`src/rtl/fifo_wr_arbiter_if.sv`:
```
// Producer-side and FIFO-side write signals shared by the arbiter.
interface fifo_wr_arbiter_if #(
    parameter int DATA_WIDTH = 64,
    parameter int N_REQ      = 4
);
    logic [N_REQ-1:0]            req_valid;
    logic [N_REQ*DATA_WIDTH-1:0] req_data;
    logic [N_REQ-1:0]            req_last;
    logic [N_REQ-1:0]            req_ready;
    logic                        fifo_wr_full;
    logic                        fifo_wr_en;
    logic [DATA_WIDTH-1:0]       fifo_din;

    modport master (
        output req_valid, req_data, req_last, fifo_wr_full,
        input  req_ready, fifo_wr_en, fifo_din
    );

    modport slave (
        input  req_valid, req_data, req_last, fifo_wr_full,
        output req_ready, fifo_wr_en, fifo_din
    );
endinterface

```
`src/rtl/fifo_wr_arbiter.sv`:
```
// Round-robin, packet-locked arbiter feeding the async_fifo write port.
module fifo_wr_arbiter #(
    parameter  int DATA_WIDTH = 64,
    parameter  int N_REQ      = 4,
    parameter  int MAX_BURST  = 4,
    localparam int GW         = $clog2(N_REQ),
    localparam int CW         = $clog2(MAX_BURST + 1)
) (
    input  logic              wr_clk,
    input  logic              wr_rst,
    fifo_wr_arbiter_if.slave  bus,
    input  logic [N_REQ-1:0]  cfg_en,
    output logic              grant_valid,
    output logic [GW-1:0]     grant_id,
    output logic [31:0]       beat_total
);
    typedef enum logic {IDLE, BURST} state_t;

    state_t                state;
    logic [GW-1:0]         last_grant;
    logic [GW-1:0]         pick;
    logic [GW-1:0]         idx;
    logic [CW-1:0]         beat_cnt;
    logic [N_REQ-1:0]      cand;
    logic                  found;
    logic                  xfer;
    logic                  end_burst;
    logic [DATA_WIDTH-1:0] data_arr [N_REQ];

    assign cand = bus.req_valid & cfg_en;

    // Scan starts just after the last owner, so it gets lowest priority.
    always_comb begin
        pick  = '0;
        idx   = '0;
        found = 1'b0;
        for (int k = 1; k <= N_REQ; k++) begin
            idx = GW'((int'(last_grant) + k) % N_REQ);
            if (!found && cand[idx]) begin
                pick  = idx;
                found = 1'b1;
            end
        end
    end

    always_comb begin
        for (int i = 0; i < N_REQ; i++)
            data_arr[i] = bus.req_data[i*DATA_WIDTH +: DATA_WIDTH];
    end

    // Reset gates the beat so nothing is written in the aborting cycle.
    assign xfer = (state == BURST) && bus.req_valid[grant_id]
               && !bus.fifo_wr_full && !wr_rst;

    assign end_burst = bus.req_last[grant_id]
                    || (beat_cnt == CW'(MAX_BURST - 1));

    assign bus.fifo_wr_en = xfer;
    assign bus.fifo_din   = data_arr[grant_id];

    always_comb begin
        bus.req_ready           = '0;
        bus.req_ready[grant_id] = xfer;
    end

    always_ff @(posedge wr_clk) begin
        if (wr_rst) begin
            state       <= IDLE;
            grant_id    <= '0;
            last_grant  <= GW'(N_REQ - 1);
            beat_cnt    <= '0;
            beat_total  <= '0;
            grant_valid <= 1'b0;
        end else begin
            unique case (state)
                IDLE: begin
                    if (found) begin
                        grant_id    <= pick;
                        beat_cnt    <= '0;
                        state       <= BURST;
                        grant_valid <= 1'b1;
                    end
                end
                BURST: begin
                    if (xfer) begin
                        beat_total <= beat_total + 32'd1;
                        if (end_burst) begin
                            last_grant  <= grant_id;
                            beat_cnt    <= '0;
                            state       <= IDLE;
                            grant_valid <= 1'b0;
                        end else begin
                            beat_cnt <= beat_cnt + CW'(1);
                        end
                    end
                end
                default: state <= IDLE;
            endcase
        end
    end
endmodule

```
`src/flat_wrapper.sv`:
```
// flat-port wrapper written by rule: the top's interface ports become plain ports
module fifo_wr_arbiter_flat 
#(
    parameter  int DATA_WIDTH = 64,
    parameter  int N_REQ      = 4,
    parameter  int MAX_BURST  = 4,
    localparam int GW         = $clog2(N_REQ),
    localparam int CW         = $clog2(MAX_BURST + 1)
)
  (wr_clk, wr_rst, cfg_en, grant_valid, grant_id, beat_total, bus_req_valid, bus_req_data, bus_req_last, bus_fifo_wr_full, bus_req_ready, bus_fifo_wr_en, bus_fifo_din);
  fifo_wr_arbiter_if #(.DATA_WIDTH(DATA_WIDTH), .N_REQ(N_REQ)) bus_i ();
  input  logic wr_clk;
  input  logic wr_rst;
  input  logic [N_REQ-1:0] cfg_en;
  output logic grant_valid;
  output logic [GW-1:0] grant_id;
  output logic [31:0] beat_total;
  input wire logic [$bits(bus_i.req_valid)-1:0] bus_req_valid;
  input wire logic [$bits(bus_i.req_data)-1:0] bus_req_data;
  input wire logic [$bits(bus_i.req_last)-1:0] bus_req_last;
  input wire logic [$bits(bus_i.fifo_wr_full)-1:0] bus_fifo_wr_full;
  output wire logic [$bits(bus_i.req_ready)-1:0] bus_req_ready;
  output wire logic [$bits(bus_i.fifo_wr_en)-1:0] bus_fifo_wr_en;
  output wire logic [$bits(bus_i.fifo_din)-1:0] bus_fifo_din;
  assign bus_i.req_valid = bus_req_valid;
  assign bus_i.req_data = bus_req_data;
  assign bus_i.req_last = bus_req_last;
  assign bus_i.fifo_wr_full = bus_fifo_wr_full;
  assign bus_req_ready = bus_i.req_ready;
  assign bus_fifo_wr_en = bus_i.fifo_wr_en;
  assign bus_fifo_din = bus_i.fifo_din;
  fifo_wr_arbiter #(.DATA_WIDTH(DATA_WIDTH), .N_REQ(N_REQ), .MAX_BURST(MAX_BURST)) u_core (.wr_clk(wr_clk), .wr_rst(wr_rst), .bus(bus_i), .cfg_en(cfg_en), .grant_valid(grant_valid), .grant_id(grant_id), .beat_total(beat_total));
endmodule
```
`config.mk`:
```
export PLATFORM = sky130hd
export DESIGN_NAME = fifo_wr_arbiter_flat
export DESIGN_NICKNAME = d
export VERILOG_FILES = /design/src/rtl/fifo_wr_arbiter_if.sv /design/src/rtl/fifo_wr_arbiter.sv /design/src/flat_wrapper.sv
export SDC_FILE = /design/constraint.sdc
export NUM_CORES = 1
export LEC_CHECK = 0
export ABC_AREA = 0
export BUFFER_PORTS_ARGS = -buffer_cell sky130_fd_sc_hd__buf_2
export CAP_MARGIN = 20
export CELL_PAD_IN_SITES_DETAIL_PLACEMENT = 2
export CELL_PAD_IN_SITES_GLOBAL_PLACEMENT = 2
export CORE_AREA = 2 2 144 146
export CTS_CLUSTER_DIAMETER = 40
export DETAILED_ROUTE_END_ITERATION = 8
export DIE_AREA = 0 0 146 148
export PLACE_DENSITY = 0.94
export REMOVE_ABC_BUFFERS = 1
export SLEW_MARGIN = 20
export SYNTH_ARGS = -nofsm -noshare
export SYNTH_HDL_FRONTEND = slang
export SYNTH_SLANG_ARGS = --single-unit
```
`constraint.sdc`:
```
create_clock -name wr_clk -period 3.3 [get_ports wr_clk]
set_input_delay 0.33 -clock wr_clk [delete_from_list [all_inputs] [get_ports wr_clk]]
set_output_delay 0.33 -clock wr_clk [all_outputs]
set_load 0.005 [all_outputs]
```
Word-level counts from Yosys, hierarchy flattened. Cells that the tools add are included. Widths: inputs -> output; s select.

Latch bits: 0. Output and inout port bits: 104. Memories: 0. Memory bits (read-only): 0. RAM bits: 0. Flip-flop bits (word level): 41. Word-level logic and storage cells: 82.

$mul: 0. Bitwise operators: 4. Muxes and demuxes: 37. Shift operators: 0. Reductions and logical operators: 18. Order comparisons: 7. Add/sub/neg operators: 6. Equal/unequal tests: 4. Divide/modulo/power cells: 0.

Operator list (count): $bmux 64 s2 (1); $mux 64 (2); $add 32x1->32 const B (1); $mux 1 (17); $lt 2x3->1 const B (5); $bmux 1 s2 (6); $mux 3 (3); $and 4x4->4 (2); $mux 2 (4); $logic_and 1x1->1 (7); $pmux 3 s2 (1); $reduce_and 2->1 (3); $reduce_and 3->1 (2); $logic_not 1->1 (5); $add 2x1->2 const B (2); $add 2x2->2 const B (2); $ne 2x2->1 const B (2); $pmux 1 s2 (2); $add 3x1->3 const B (1); $eq 3x2->1 const B (1); $ge 3x3->1 const B (1); $not 2->3 (1); $demux 1 s2 (1); $ge 2x1->1 const B (1); other kinds (3) (3).

Longest topological paths before layout. Gate-level depths: netlist (run 1).

Depth in word-level cells: 15. Mapped depth: 7.

Least setup slack after synthesis (run 1). Ideal clock, no wire load.

Path kind: register -> output. From: register u_core.grant_id[0]. To: output port bus_fifo_din[59]. Path slack: 1445 ps. Arrival: 1525 ps. Stages on the path, launching flop included: 4. Required time: 2970 ps. Cells stage by stage: dfxtp_1 -> buf_2 -> buf_1 -> mux4_2.

Cells in the longest elaborated chain, start to end: 4.

Ends and longest elaborated chain: start: declaration (line fifo_wr_arbiter.sv:14) `output logic [GW-1:0] grant_id,`; start signal: assignment (line fifo_wr_arbiter.sv:78) `grant_id <= pick;`; $not 2->3 (implied by the code) (line fifo_wr_arbiter.sv:59) `assign bus.fifo_din = data_arr[grant_id];`; $bmux 64 s2 (line fifo_wr_arbiter.sv:59); $mux 64 (implied by the code) (2 in series) (line fifo_wr_arbiter.sv:59); end: declaration (line flat_wrapper.sv:24) `output wire logic [$bits(bus_i.fifo_din)-1:0] bus_fifo_din;`.

Every way passes these cells. The select of a mux whose other input is x is not followed.

Final worst setup path (run 1).
From: register u_core.grant_id[0]. To: output port bus_fifo_din[6].

The elaborated chain is that of the path after synthesis.

==> results of run 1 <==
==> worst max-delay path: stages, from the launching register on <==
cell and delay [ns]:
dfxtp_4 0.38, buf_4 0.64, mux4_2 0.69, buf_2 0.18
==> flip-flops by register name, summed over array words and instances (netlist names) <==
| name | cells |
|---|---|
| u_core.beat_total | 32 |
| u_core.state | 1 |
| u_core.last_grant | 2 |
| u_core.grant_id | 2 |
| u_core.grant_valid | 1 |
| u_core.beat_cnt | 3 |
==> kinds of logic after synthesis <==
family / after synthesis / synth area share (%)
AND/OR/NAND/NOR: 122 / 18.8
flip-flops: 41 / 22.0
adder cells (fa/ha/maj): 3 / 1.01
multiplexers: 78 / 43.0
buffers and inverters: 39 / 4.36
AO/OA/AOI/OAI: 56 / 9.36
XOR/XNOR: 6 / 1.41
==> per-layer routing <==
metal / share of wire, % / GRT usage, % / up-vias / routed length (um)
li1: - / - / 2134 / -
met1: 41 / 31.2 / 2524 / 11400
met2: 50 / 43.4 / 244 / 13800
met3: 8.3 / 7.25 / 25 / 2290
met4: 0.85 / 2.48 / 4 / 237
met5: 0.097 / 0 / - / 27
==> synthesized netlist by cell type, types with 3 or more instances <==
master    count  area share [%]
nor3_1        5            0.67
nor4_1        6             1.0
dfxtp_1      41              22
a21oi_1      23             3.1
nor2b_1       7             1.2
nand2_1      16             1.6
o21ai_0       7            0.94
or4_1        12             2.4
mux2i_1       5             1.3
ha_1          3             1.0
mux2_2        8             2.4
inv_1         9            0.91
nand4_1      11             1.8
or3_1         5            0.84
nor2_1       22             2.2
clkbuf_1     14             1.4
o31ai_1      12             2.4
and3_1        3            0.50
mux4_2       65              39
and4_1        6             1.4
nand3_1      13             1.7
xor2_1        5             1.2
buf_1         4            0.40
and2_1        4            0.67
buf_2        10             1.3
==> layout make-up <==
cell class / instances / area [um2] / share of cell area, %
Sequential cell: 41 / 828 / 13.6
Clock inverter: 3 / 65.1 / 1.07
Tap cell: 270 / 338 / 5.57
Antenna cell: 6 / 15.0 / 0.247
Multi-Input combinational cell: 265 / 2750 / 45.3
Timing Repair Buffer: 379 / 1910 / 31.5
Clock buffer: 5 / 125 / 2.06
Inverter: 10 / 37.5 / 0.619
==> path summary, 6_finish.rpt <==
path                                             end  slack [ns]  cells after the start
setup / recovery                     bus_fifo_din[6]        0.71                      3
setup reg to reg  u_core.beat_total[22]$_SDFFE_PP0P_        0.85                      4
hold / removal       u_core.grant_id[1]$_SDFFE_PP0P_        0.46                      4
hold reg to reg      u_core.beat_cnt[2]$_SDFFE_PP0P_        0.47                      1
==> power breakdown <==
part / leakage (nW) / switching (mW) / internal (mW)
combinational: 2.33 / 0.364 / 0.412
sequential: 0.333 / 0.0278 / 0.502
clock: 0.0938 / 0.208 / 0.432
==> through the flow <==
stage / util (%) / instances / setup TNS, ns / setup slack (ns)
4_1_cts: 30.2 / 973 / 0 / 0.678
3_5_place_dp: 29.3 / 965 / 0 / 0.870
3_3_place_gp: 29.3 / 965 / 0 / 0.932
2_1_floorplan: - / 316 / -93.14 / -1.46
6_report: 30.3 / 979 / 0 / 0.707
5_1_grt: 30.2 / 974 / 0 / 0.580
==> metrics.txt, run 1 <==
run status=completed; Die ar.=21600 um2; CTS tree=yes; Final Cell Area=6070 um2; grt ovf=0; HPWL Detailed=24200 um; postcts setup bufs=0; Post-synth ARST share=0%; Die Span Y=148 um; hold_buf cts=0; Initial Utilization=18.6%; max_slew headroom=42.8%; Syn Std Cell Area=3730 um2; Worst Hold Class=primary input to flip-flop; worst skew pair latency=0.29 ns; total power=1.95 mW; CTS Buf Count=5; RSZ-0062 raised after global routing=false; Hold Slack=0.463 ns; cell area power density=321 nW/um2; Resized Gates After CTS=0; Core Region=20000 um2; # clock sinks=41; Slew @ Worst Pin=0.858 ns; initial drt markers=263; worst-path fanout max=44; fin nets=976; initial antenna violation count=13; Root Buffer=clkbuf_16; largest net degree at the start of global routing=48; VDD IR max=0.184 mV; critical path class=flip-flop to primary output; Min Clock Period, post-route=2.59 ns; post-synthesis sequential area ratio=22.0%; P&R area growth vs syn=62.8%; drt first pass iters=4; Vias per Instance=5.04; Global Route Usage Sum=24.7%; routed wire length=27800 um; Die Width=146 um; share of cells above drive strength 1=66.4%; row count=52; via count=4931; Post-synth EDFFs=0; most common cell after layout, fill and taps aside=buf_2; Cells after Synth=345; synth warn=0; H-tree depth=2; WL/cell=28.4 um; endpoints failing hold=0; first-pass GRT wire length=38900 um; vias in the first global route=5400; number of synthesized register bits=41; CP endpoint kind=primary output; Final period util=78.6%; Most used DFF post-synth=dfxtp_1; Worst Setup SP=u_core.grant_id[0]$_SDFFE_PP0P_; Leak=2.75 nW; endpoints failing setup=0; Clock Path Buffers=2; area post-placement=5860 um2; FF-to-FF Start=u_core.grant_id[1]$_SDFFE_PP0P_; DR DRC count=0; max-cap viol count=0; Startpoint Class=flip-flop; mean post-synth cell area=10.8 um2; gpl congestion=1.04; most frequent cells in the layout=buf_2 (374), mux4_2 (65), dfxtp_1 (39); number of port buffers=374; Ports=375; HP Start=cfg_en[1]; CTS clk-pin slew, worst paths=0.06 ns; worst clock skew=0.00900 ns; Arrival @ worst endpoint=2.26 ns; synth unique cells=46; fmax=386 MHz; Final ANT Viol Nets=0; Worst EP required=2.97 ns; # fillers=2395; Max Transition Viols Final=0
No activity file was read; power rests on OpenSTA's default activity.
==> run 2, diff against run 1 <==
--- a/config.mk
+++ b/config.mk
@@ -5,16 +5,16 @@
 export SDC_FILE = /design/constraint.sdc
 export NUM_CORES = 1
 export LEC_CHECK = 0
-export ABC_AREA = 0
+export ABC_AREA = 1
 export BUFFER_PORTS_ARGS = -buffer_cell sky130_fd_sc_hd__buf_2
 export CAP_MARGIN = 20
 export CELL_PAD_IN_SITES_DETAIL_PLACEMENT = 2
 export CELL_PAD_IN_SITES_GLOBAL_PLACEMENT = 2
-export CORE_AREA = 2 2 144 146
+export CORE_MARGIN = 1
+export CORE_UTILIZATION = 14
 export CTS_CLUSTER_DIAMETER = 40
 export DETAILED_ROUTE_END_ITERATION = 8
-export DIE_AREA = 0 0 146 148
-export PLACE_DENSITY = 0.94
+export PLACE_DENSITY = 0.88
 export REMOVE_ABC_BUFFERS = 1
 export SLEW_MARGIN = 20
 export SYNTH_ARGS = -nofsm -noshare
==> constraint.sdc (replaced) <==
create_clock -name wr_clk -period 2.35 [get_ports wr_clk]
set_input_delay 0.235 -clock wr_clk [delete_from_list [all_inputs] [get_ports wr_clk]]
set_output_delay 0.235 -clock wr_clk [all_outputs]
set_load 0.005 [all_outputs]
==> run 2 against run 1 <==
Net effect:
- global-route usage fell by 6.3 points
- clock power rose by 7.3%
- wire length rose by 1.8%
- area after synthesis rose by 5.7%
- combinational power rose by 96%
- critical endpoint is now bus_fifo_din[3]
==> metrics.txt, run 2 <==
FF-to-FF Start=u_core.last_grant[0]$_SDFFE_PP1P_; # fillers=3495; share of cells above drive strength 1=40.1%; routed wire length=28300 um; post-layout util=23.1%; most common cell after layout, fill and taps aside=buf_2; Yosys top cell by area=nand2_1; # clock sinks=41; Hold Path Stages=6; via count=6420; postcts setup bufs=0; Die Width=170 um; met2 routed WL=14500 um; routed wire length on met3=1800 um; Synth top area share=22.9%; Core Region=27700 um2; Clock Path Buffers=2; DR DRC count=0; Clk pwr share=23.4%; FF-to-FF End=u_core.grant_id[0]$_SDFFE_PP0P_; drt first pass iters=5; synth unique cells=29; Max Transition Viols Final=0; row count=61; Pint=1.73 mW; Final ANT Viol Nets=0; area post-placement=6250 um2; synth warn=0; Syn Std Cell Area=3940 um2; Worst EP required=2.12 ns; Worst Hold Class=primary input to flip-flop; Global Route Usage Sum=18.4%; highest routed layer=met5; reg2reg setup slack=0.44 ns; Startpoint Class=flip-flop; post-synthesis sequential area ratio=20.8%; RSZ-0062 raised after global routing=false; Worst Setup SP=u_core.grant_id[1]$_SDFFE_PP0P_; CTS Buf Count=5; Final period util=90.3%; Leak=3.15 nW; number of synthesized register bits=41; HP Start=bus_req_last[2]; Ports=375; initial antenna violation count=5; Final Cell Area=6410 um2; largest reg by FF count=u_core.beat_total; HPWL Detailed=23300 um; Die Span Y=170 um; worst skew pair latency=0.29 ns; P&R area growth vs syn=62.6%; Initial Utilization=14.2%; vias in the first global route=6589; Seq pwr share=25.1%; first-pass GRT wire length=40200 um; most frequent cells in the layout=buf_2 (374), nand2_1 (241), a22oi_1 (104); Slew @ Worst Pin=0.569 ns; P_sw=1.21 mW; dominant cells by area after synthesis=nand2_1 (23%), dfxtp_1 (21%), a22oi_1 (20%), nand3_1 (6.7%), nor2_1 (5.0%); placed cell count=1395; Reg2Reg Depth=11; WL/cell=20.1 um; switching share of power=41.1%; initial drt markers=373; most frequent cell after synthesis=nand2_1; Cells after Synth=671; VDD IR max=0.275 mV; largest net degree at the start of global routing=66; Vias per Instance=4.57; fmax=471 MHz; Arrival @ worst endpoint=1.89 ns; critical path class=flip-flop to primary output; Post-synth EDFFs=0; CTS tree=yes; Post-synth ARST share=0%; fin nets=1298; Root Buffer=clkbuf_16; worst-path fanout max=65; non-filler instance count after layout=1406; hold endpoint=u_core.beat_cnt[2]$_SDFFE_PP0P_; H-tree depth=2; top cells by count, synth=nand2_1 (241), a22oi_1 (104), nand3_1 (53), nor2_1 (53), dfxtp_1 (41); Die ar.=28800 um2; Min Clock Period, post-route=2.12 ns; top flop regs=u_core.beat_total x32, u_core.beat_cnt x3; worst clock skew=0.00724 ns; Setup TNS=0 ns; Hold Slack=0.409 ns; max-cap viol count=0; combinational share of power=51.5%; number of port buffers=374; endpoints failing setup=0; gpl congestion=0.956; CP endpoint kind=primary output; max_slew headroom=62.0%; run status=completed; Met1 Routed Length=11500 um; cell area power density=459 nW/um2; endpoints failing hold=0; mean post-synth cell area=5.88 um2; grt ovf=0; CTS clk-pin slew, worst paths=0.07 ns; Most used DFF post-synth=dfxtp_1; max reg flops=32
## run 2: changes by cell type in the layout (fill, tap and decap cells not counted), moves of 8 or more
cell     previous run  this run
nand2_1            16       241
mux4_2             65         0
mux2_2              8         0
o31ai_1            12         0
nor2_1             22        50
a22oi_1             1       104
nand3_1            13        53
or4_1              12         0
inv_1               9        30
nor3_1              5        13
## run 2: logic make-up (layout without fill, tap and decap cells)
| kind of cell | Yosys count | in the layout | share of synthesized area [%] |
|---|---|---|---|
| AO/OA/AOI/OAI | 150 | 150 | 26.2 |
| XOR/XNOR | 15 | 15 | 3.33 |
| adder cells (fa/ha/maj) | 3 | 3 | 0.952 |
| buffers and inverters | 77 | 431 | 8.06 |
| flip-flops | 41 | 41 | 20.8 |
| other | 0 | 3 | 0 |
| AND/OR/NAND/NOR | 385 | 385 | 40.7 |
## run 2: what timing repair did
item | CTS | global route
setup endpoints to repair | 5 | 4
hold buffers | 0 | 0
cloned | 0 | 0
gates resized for setup | 1 | 2
## run 2: layer usage
metal  global-route usage, %  vias to the layer above
met3                    3.19                       29
met1                    21.8                     3136
met2                    34.4                      235
met5                       0                        -
met4                    3.68                        2
li1                        -                     3018
## run 2: worst max path at each step
stage	cells after the start	slack, ns	to
floorplan	7	-1.86	u_core.beat_total[4]$_SDFFE_PP0P_
global placement	5	0.29	bus_fifo_din[3]
detailed placement	5	0.24	bus_fifo_din[3]
CTS	7	0.01	bus_req_ready[2]
global route	7	0.005	bus_req_ready[2]
finish	5	0.23	bus_fifo_din[3]
## run 2: final cells by class
type | instances | area (um2) | area share [%]
inverters | 38 | 143 | 2.22
repair buffers | 385 | 2000 | 31.1
clock buffers | 5 | 125 | 1.95
flip-flops and latches | 41 | 823 | 12.8
multi-input cells | 553 | 2830 | 44.1
diodes | 3 | 7.51 | 0.117
clock inverters | 3 | 17.5 | 0.273
well taps | 378 | 473 | 7.38
## run 2: metrics by stage
stage          power (mW)  setup WS [ns]
2_1_floorplan        1.39          -1.86
3_3_place_gp         2.23          0.288
3_5_place_dp         2.27          0.241
4_1_cts              2.97        0.00986
5_1_grt              3.12        0.00522
6_report             2.94          0.227
## run 2: worst max-delay path, stage by stage (launching register included)
cell	delay (ns)
dfxtp_2	0.39
nor2_4	0.14
buf_6	0.47
a22oi_1	0.32
nand2_1	0.14
buf_2	0.13
## run 2: power by group through the flow
stage          Sequential, mW  Clock (mW)  Combinational [mW]
2_1_floorplan           0.742           0               0.647
3_3_place_gp            0.751           0                1.48
3_5_place_dp            0.753           0                1.52
4_1_cts                 0.738       0.704                1.53
5_1_grt                 0.741       0.731                1.65
6_report                0.739       0.687                1.52
